### src/rtl/mem_port_arbiter.sv
// Two-port (fetch / data) arbiter onto a single downstream memory port.
// Optional fetch anti-starvation guard: define ARB_STARVE_GUARD_EN.
module mem_port_arbiter #(
   parameter int unsigned STARVE_LIMIT = 4
) (
   input  logic        clk,
   input  logic        reset,

   input  logic [15:0] if_memaddr,
   input  logic        if_memread,
   input  logic [1:0]  if_mem_byte_enable,
   output logic        if_mem_resp,
   output logic [15:0] if_mem_rdata,

   input  logic [15:0] mem_memaddr,
   input  logic        mem_memread,
   input  logic        mem_memwrite,
   input  logic [15:0] mem_mem_wdata,
   input  logic [1:0]  mem_mem_byte_enable,
   output logic        mem_mem_resp,
   output logic [15:0] mem_mem_rdata,

   output logic [15:0] pmem_address,
   output logic        pmem_read,
   output logic        pmem_write,
   output logic [15:0] pmem_wdata,
   output logic [1:0]  pmem_byte_enable,
   input  logic        pmem_resp,
   input  logic [15:0] pmem_rdata
);

   localparam logic [1:0] IDLE      = 2'd0;
   localparam logic [1:0] SERVE_IF  = 2'd1;
   localparam logic [1:0] SERVE_MEM = 2'd2;

   if (STARVE_LIMIT < 1 || STARVE_LIMIT > 15) begin : g_bad_starve_limit
      $error("mem_port_arbiter: STARVE_LIMIT must be in 1..15");
   end

   logic [1:0]  state_q, state_d;
   logic [15:0] addr_q, addr_d;
   logic [15:0] wdata_q, wdata_d;
   logic [1:0]  be_q, be_d;
   logic        read_q, read_d;
   logic        write_q, write_d;

   logic mem_req;
   logic grant_if;
   logic grant_mem;

   assign mem_req = mem_memread | mem_memwrite;

`ifdef ARB_STARVE_GUARD_EN
   logic [3:0] starve_q, starve_d;
   logic       starve_hit;

   assign starve_hit = (starve_q == 4'(STARVE_LIMIT));
   assign grant_if   = if_memread & (~mem_req | starve_hit);

   // Counts data grants that bypassed a waiting fetch; saturates for safety.
   always_comb begin
      starve_d = starve_q;
      if (state_q == IDLE) begin
         if (grant_if)
            starve_d = 4'd0;
         else if (grant_mem && if_memread && starve_q != 4'hF)
            starve_d = starve_q + 4'd1;
      end
   end

   always_ff @(posedge clk or posedge reset) begin
      if (reset) starve_q <= 4'd0;
      else       starve_q <= starve_d;
   end
`else
   assign grant_if = if_memread & ~mem_req;
`endif

   assign grant_mem = mem_req & ~grant_if;

   always_comb begin
      state_d = state_q;
      addr_d  = addr_q;
      wdata_d = wdata_q;
      be_d    = be_q;
      read_d  = read_q;
      write_d = write_q;
      case (state_q)
         IDLE: begin
            if (grant_mem) begin
               state_d = SERVE_MEM;
               addr_d  = mem_memaddr;
               wdata_d = mem_mem_wdata;
               be_d    = mem_mem_byte_enable;
               // Read+write together is treated as a pure write.
               write_d = mem_memwrite;
               read_d  = ~mem_memwrite;
            end else if (grant_if) begin
               state_d = SERVE_IF;
               addr_d  = if_memaddr;
               wdata_d = 16'h0000;
               be_d    = if_mem_byte_enable;
               write_d = 1'b0;
               read_d  = 1'b1;
            end
         end
         SERVE_IF, SERVE_MEM: begin
            if (pmem_resp) state_d = IDLE;
         end
         default: state_d = IDLE;
      endcase
   end

   always_ff @(posedge clk or posedge reset) begin
      if (reset) begin
         state_q <= IDLE;
         addr_q  <= 16'h0000;
         wdata_q <= 16'h0000;
         be_q    <= 2'b00;
         read_q  <= 1'b0;
         write_q <= 1'b0;
      end else begin
         state_q <= state_d;
         addr_q  <= addr_d;
         wdata_q <= wdata_d;
         be_q    <= be_d;
         read_q  <= read_d;
         write_q <= write_d;
      end
   end

   // Strobes are gated by state so a stale capture never leaks out in IDLE.
   assign pmem_address     = addr_q;
   assign pmem_wdata       = wdata_q;
   assign pmem_byte_enable = be_q;
   assign pmem_read        = (state_q != IDLE) & read_q;
   assign pmem_write       = (state_q != IDLE) & write_q;

   assign if_mem_resp   = (state_q == SERVE_IF)  & pmem_resp;
   assign mem_mem_resp  = (state_q == SERVE_MEM) & pmem_resp;
   assign if_mem_rdata  = pmem_rdata;
   assign mem_mem_rdata = pmem_rdata;

endmodule

### config.mk
export PLATFORM = sky130hd
export DESIGN_NAME = mem_port_arbiter
export DESIGN_NICKNAME = d
export VERILOG_FILES = /design/src/rtl/mem_port_arbiter.sv
export SDC_FILE = /design/constraint.sdc
export NUM_CORES = 1
export LEC_CHECK = 0
export BUFFER_PORTS_ARGS = -buffer_cell sky130_fd_sc_hd__clkbuf_2
export CAP_MARGIN = 20
export CELL_PAD_IN_SITES_DETAIL_PLACEMENT = 1
export CELL_PAD_IN_SITES_GLOBAL_PLACEMENT = 2
export CORE_MARGIN = 2
export CORE_UTILIZATION = 23
export DETAILED_ROUTE_END_ITERATION = 12
export HOLD_SLACK_MARGIN = 0.03
export PLACE_DENSITY_LB_ADDON = 0.12
export SETUP_SLACK_MARGIN = 0.05
export SYNTH_ARGS = -nofsm -noshare
export SYNTH_HDL_FRONTEND = slang
export SYNTH_SLANG_ARGS = --single-unit
### constraint.sdc
create_clock -name clk -period 3.27 [get_ports clk]
set_input_delay 0.4905 -clock clk [delete_from_list [all_inputs] [get_ports clk]]
set_output_delay 0.4905 -clock clk [all_outputs]
set_load 0.01 [all_outputs]
==> qor.txt <==
Yosys reg bits - 38
Root Driver - clkbuf_8
Remaining Overflow, GRT - 0
Post-layout min period - 1875 ps
CTS Sinks - 38
Routed WL per cell - 13.13 um
Final Hold Vio Count - 0
First-pass GRT wire length - 7.113 mm
Number of buffers created by CTS - 5
I/O pins - 144
HP Class - in -> async
Seq/Total Area, Yosys - 50.10%
DRT iter0 DRCs - 17
Mapped cell area - 1898 sq um
Max Cap Viol - 0
RSZ-0062 raised after global routing - false
Core Area - 8093 sq um
Routed Wire Length - 4.489 mm
All-layer global routing usage - 10.33%
PortBufs - 95
Critical Path, Cell by Cell - inv_1 -> ha_1 -> nor2b_1 -> clkbuf_2
Post-CTS Resized - 0
Buf/Inv on CP - 2
# hold bufs at CTS - 0
Peak supply drop - 0.0003062 V
Outcome - finished clean
Via count - 1416
Initial Util - 23.45%
DP HPWL - 3.307 mm
Cell count after synthesis - 173
Worst Path Required - 2780 ps
Top Family by Delay on Critical Path - flip-flops
Lkg Pwr - 1.201 nW
Setup violators final - 0
Critical-path top delay cell - dfrtp_1
Routability cong. - 0.6667
Rows - 33
H-tree depth - 2
Antenna diodes - 0
CP startpoint kind - register
Slowest stage delay, CP - 400 ps
DR DRC count - 0
Highest clock rate - 533.4 MHz
WS Path Type - reg -> out
Nets - 314
Largest net degree at the start of global routing - 39
Clk slew on worst S/H paths - 70 ps
Die area - 8996 sq um
Crit path max fanout - 8
Share of layout cells above drive strength 1 - 44.73%
Max Clock Skew - 3.651 ps
Post-CTS Setup Bufs - 0
Number of global-route vias before repair - 1423
Fin Setup TNS - 0 ps
Post-synth cell types - 21
Synth Area per Inst - 10.97 sq um
Clk_lat worst skew - 280 ps
Layout area overhead - 22.15%
CTS tree - yes
Pins Over Slew Limit - 0
Overall Power - 2.068 mW
Worst Setup End Kind - output port
Clk buf depth - 2
Ys Warns - 0
Die H - 94.85 um
Die X - 94.85 um
Slew margin rel. - 42.40%
Post-DRT Antenna Nets - 0
DR pass1 iterations - 4
Power Density - 892.1 nW/um^2
Crit share post-route - 57.33%
Routed vias/inst - 4.140
Syn Nets - 250
Hold_ws - 296.0 ps
Worst-Margin Slew - 864.0 ps
Crit path arrival time - 1380 ps
Initial antenna violation count - 0
-- final cells by class --
class | count | area [sq um]
flip-flops and latches | 38 | 950.9
fillers | 982 | 5774
multi-input cells | 89 | 626.9
repair buffers | 99 | 518.0
inverters | 4 | 15.01
clock buffers | 7 | 76.32
well taps | 105 | 131.4
-- layer usage --
metal	GRT usage, %	part of all wire, %	vias to the layer above
met5	0	0	-
met4	3.261	0.76	0
met3	4.150	11	5
met2	15.13	41	78
met1	13.91	47	648
li1	-	-	685
-- synth_stat cells (all sizes together) --
library cell,number,area share (%)
a21o,1,0.40
a21oi,3,0.79
a22o,17,7.8
a22oi,1,0.40
and2,2,0.66
buf,41,16
clkbuf,1,0.26
dfrtp,38,50
ha,3,2.0
inv,4,0.79
mux2i,18,9.5
nand2,19,3.8
nand2b,2,0.66
nor2,2,0.53
nor2b,2,0.66
o21ai,18,4.7
o31ai,1,1.1
-- registers in the layout, summed over array words and instances, names as in the netlist --
signal            count
pmem_address         16
pmem_byte_enable      2
pmem_wdata           16
read_q                1
state_q               2
write_q               1
-- worst register-to-register path, delay by kind of cell, from the launching register on --
kind                     cells  cell delay [ps]
AO/OA/AOI/OAI                2              370
adder cells (fa/ha/maj)      1              360
buffers and inverters        2              340
flip-flops                   1              420
AND/OR/NAND/NOR              1               70
-- cells in the final DEF (no fill, tap or decap), types with 3 or more instances in the layout --
cell | netlist | routed
dfrtp_1 | 38 | 38
nand2_1 | 19 | 19
ha_1 | 3 | 3
a21oi_1 | 3 | 3
mux2i_1 | 18 | 18
inv_1 | 4 | 3
a22o_1 | 17 | 17
clkbuf_2 | 1 | 95
clkbuf_8 | 0 | 5
o21ai_0 | 17 | 17
buf_4 | 33 | 3
-- worst paths after layout --
check | cells past startpoint | from | slack (ps) | end
setup reg to reg | 6 | state_q[0] | 1590 | pmem_address[12]
setup / recovery | 4 | state_q[0] | 1400 | pmem_write
hold reg to reg | 2 | pmem_address[15] | 480 | pmem_address[15]
hold / removal | 3 | reset | 300 | pmem_wdata[15]
min in group clk | 2 | mem_mem_wdata[6] | 420 | pmem_wdata[6]
max in group asynchronous | 3 | reset | 2630 | pmem_wdata[13]
-- cell families (layout without fill, tap and decap cells) --
group                    after synthesis  in the layout  synth area share (%)
AO/OA/AOI/OAI                         41             41                 15.29
adder cells (fa/ha/maj)                3              3                 1.978
buffers and inverters                 46            110                 16.88
flip-flops                            38             38                 50.10
multiplexers                          18             18                 9.492
AND/OR/NAND/NOR                       27             27                 6.262
-- power by group --
part	internal [mW]	switching (mW)	leakage, nW	total [mW]
clock	0.147	0.155	0.0383	0.301
sequential	0.702	0.122	0.467	0.825
combinational	0.415	0.527	0.695	0.942
total	1.26	0.804	1.20	2.07
-- stage by stage --
step	util (%)	instance area, sq um	setup WS (ps)	std cells
detailed placement	27.71	2242	1355	335
finish	28.65	2318	1395	342
floorplan	-	1898	1812	173
CTS	28.65	2318	1357	342
global placement	27.71	2242	1390	335
global route	28.65	2318	1299	342
Power figures use the tool's default switching activity.
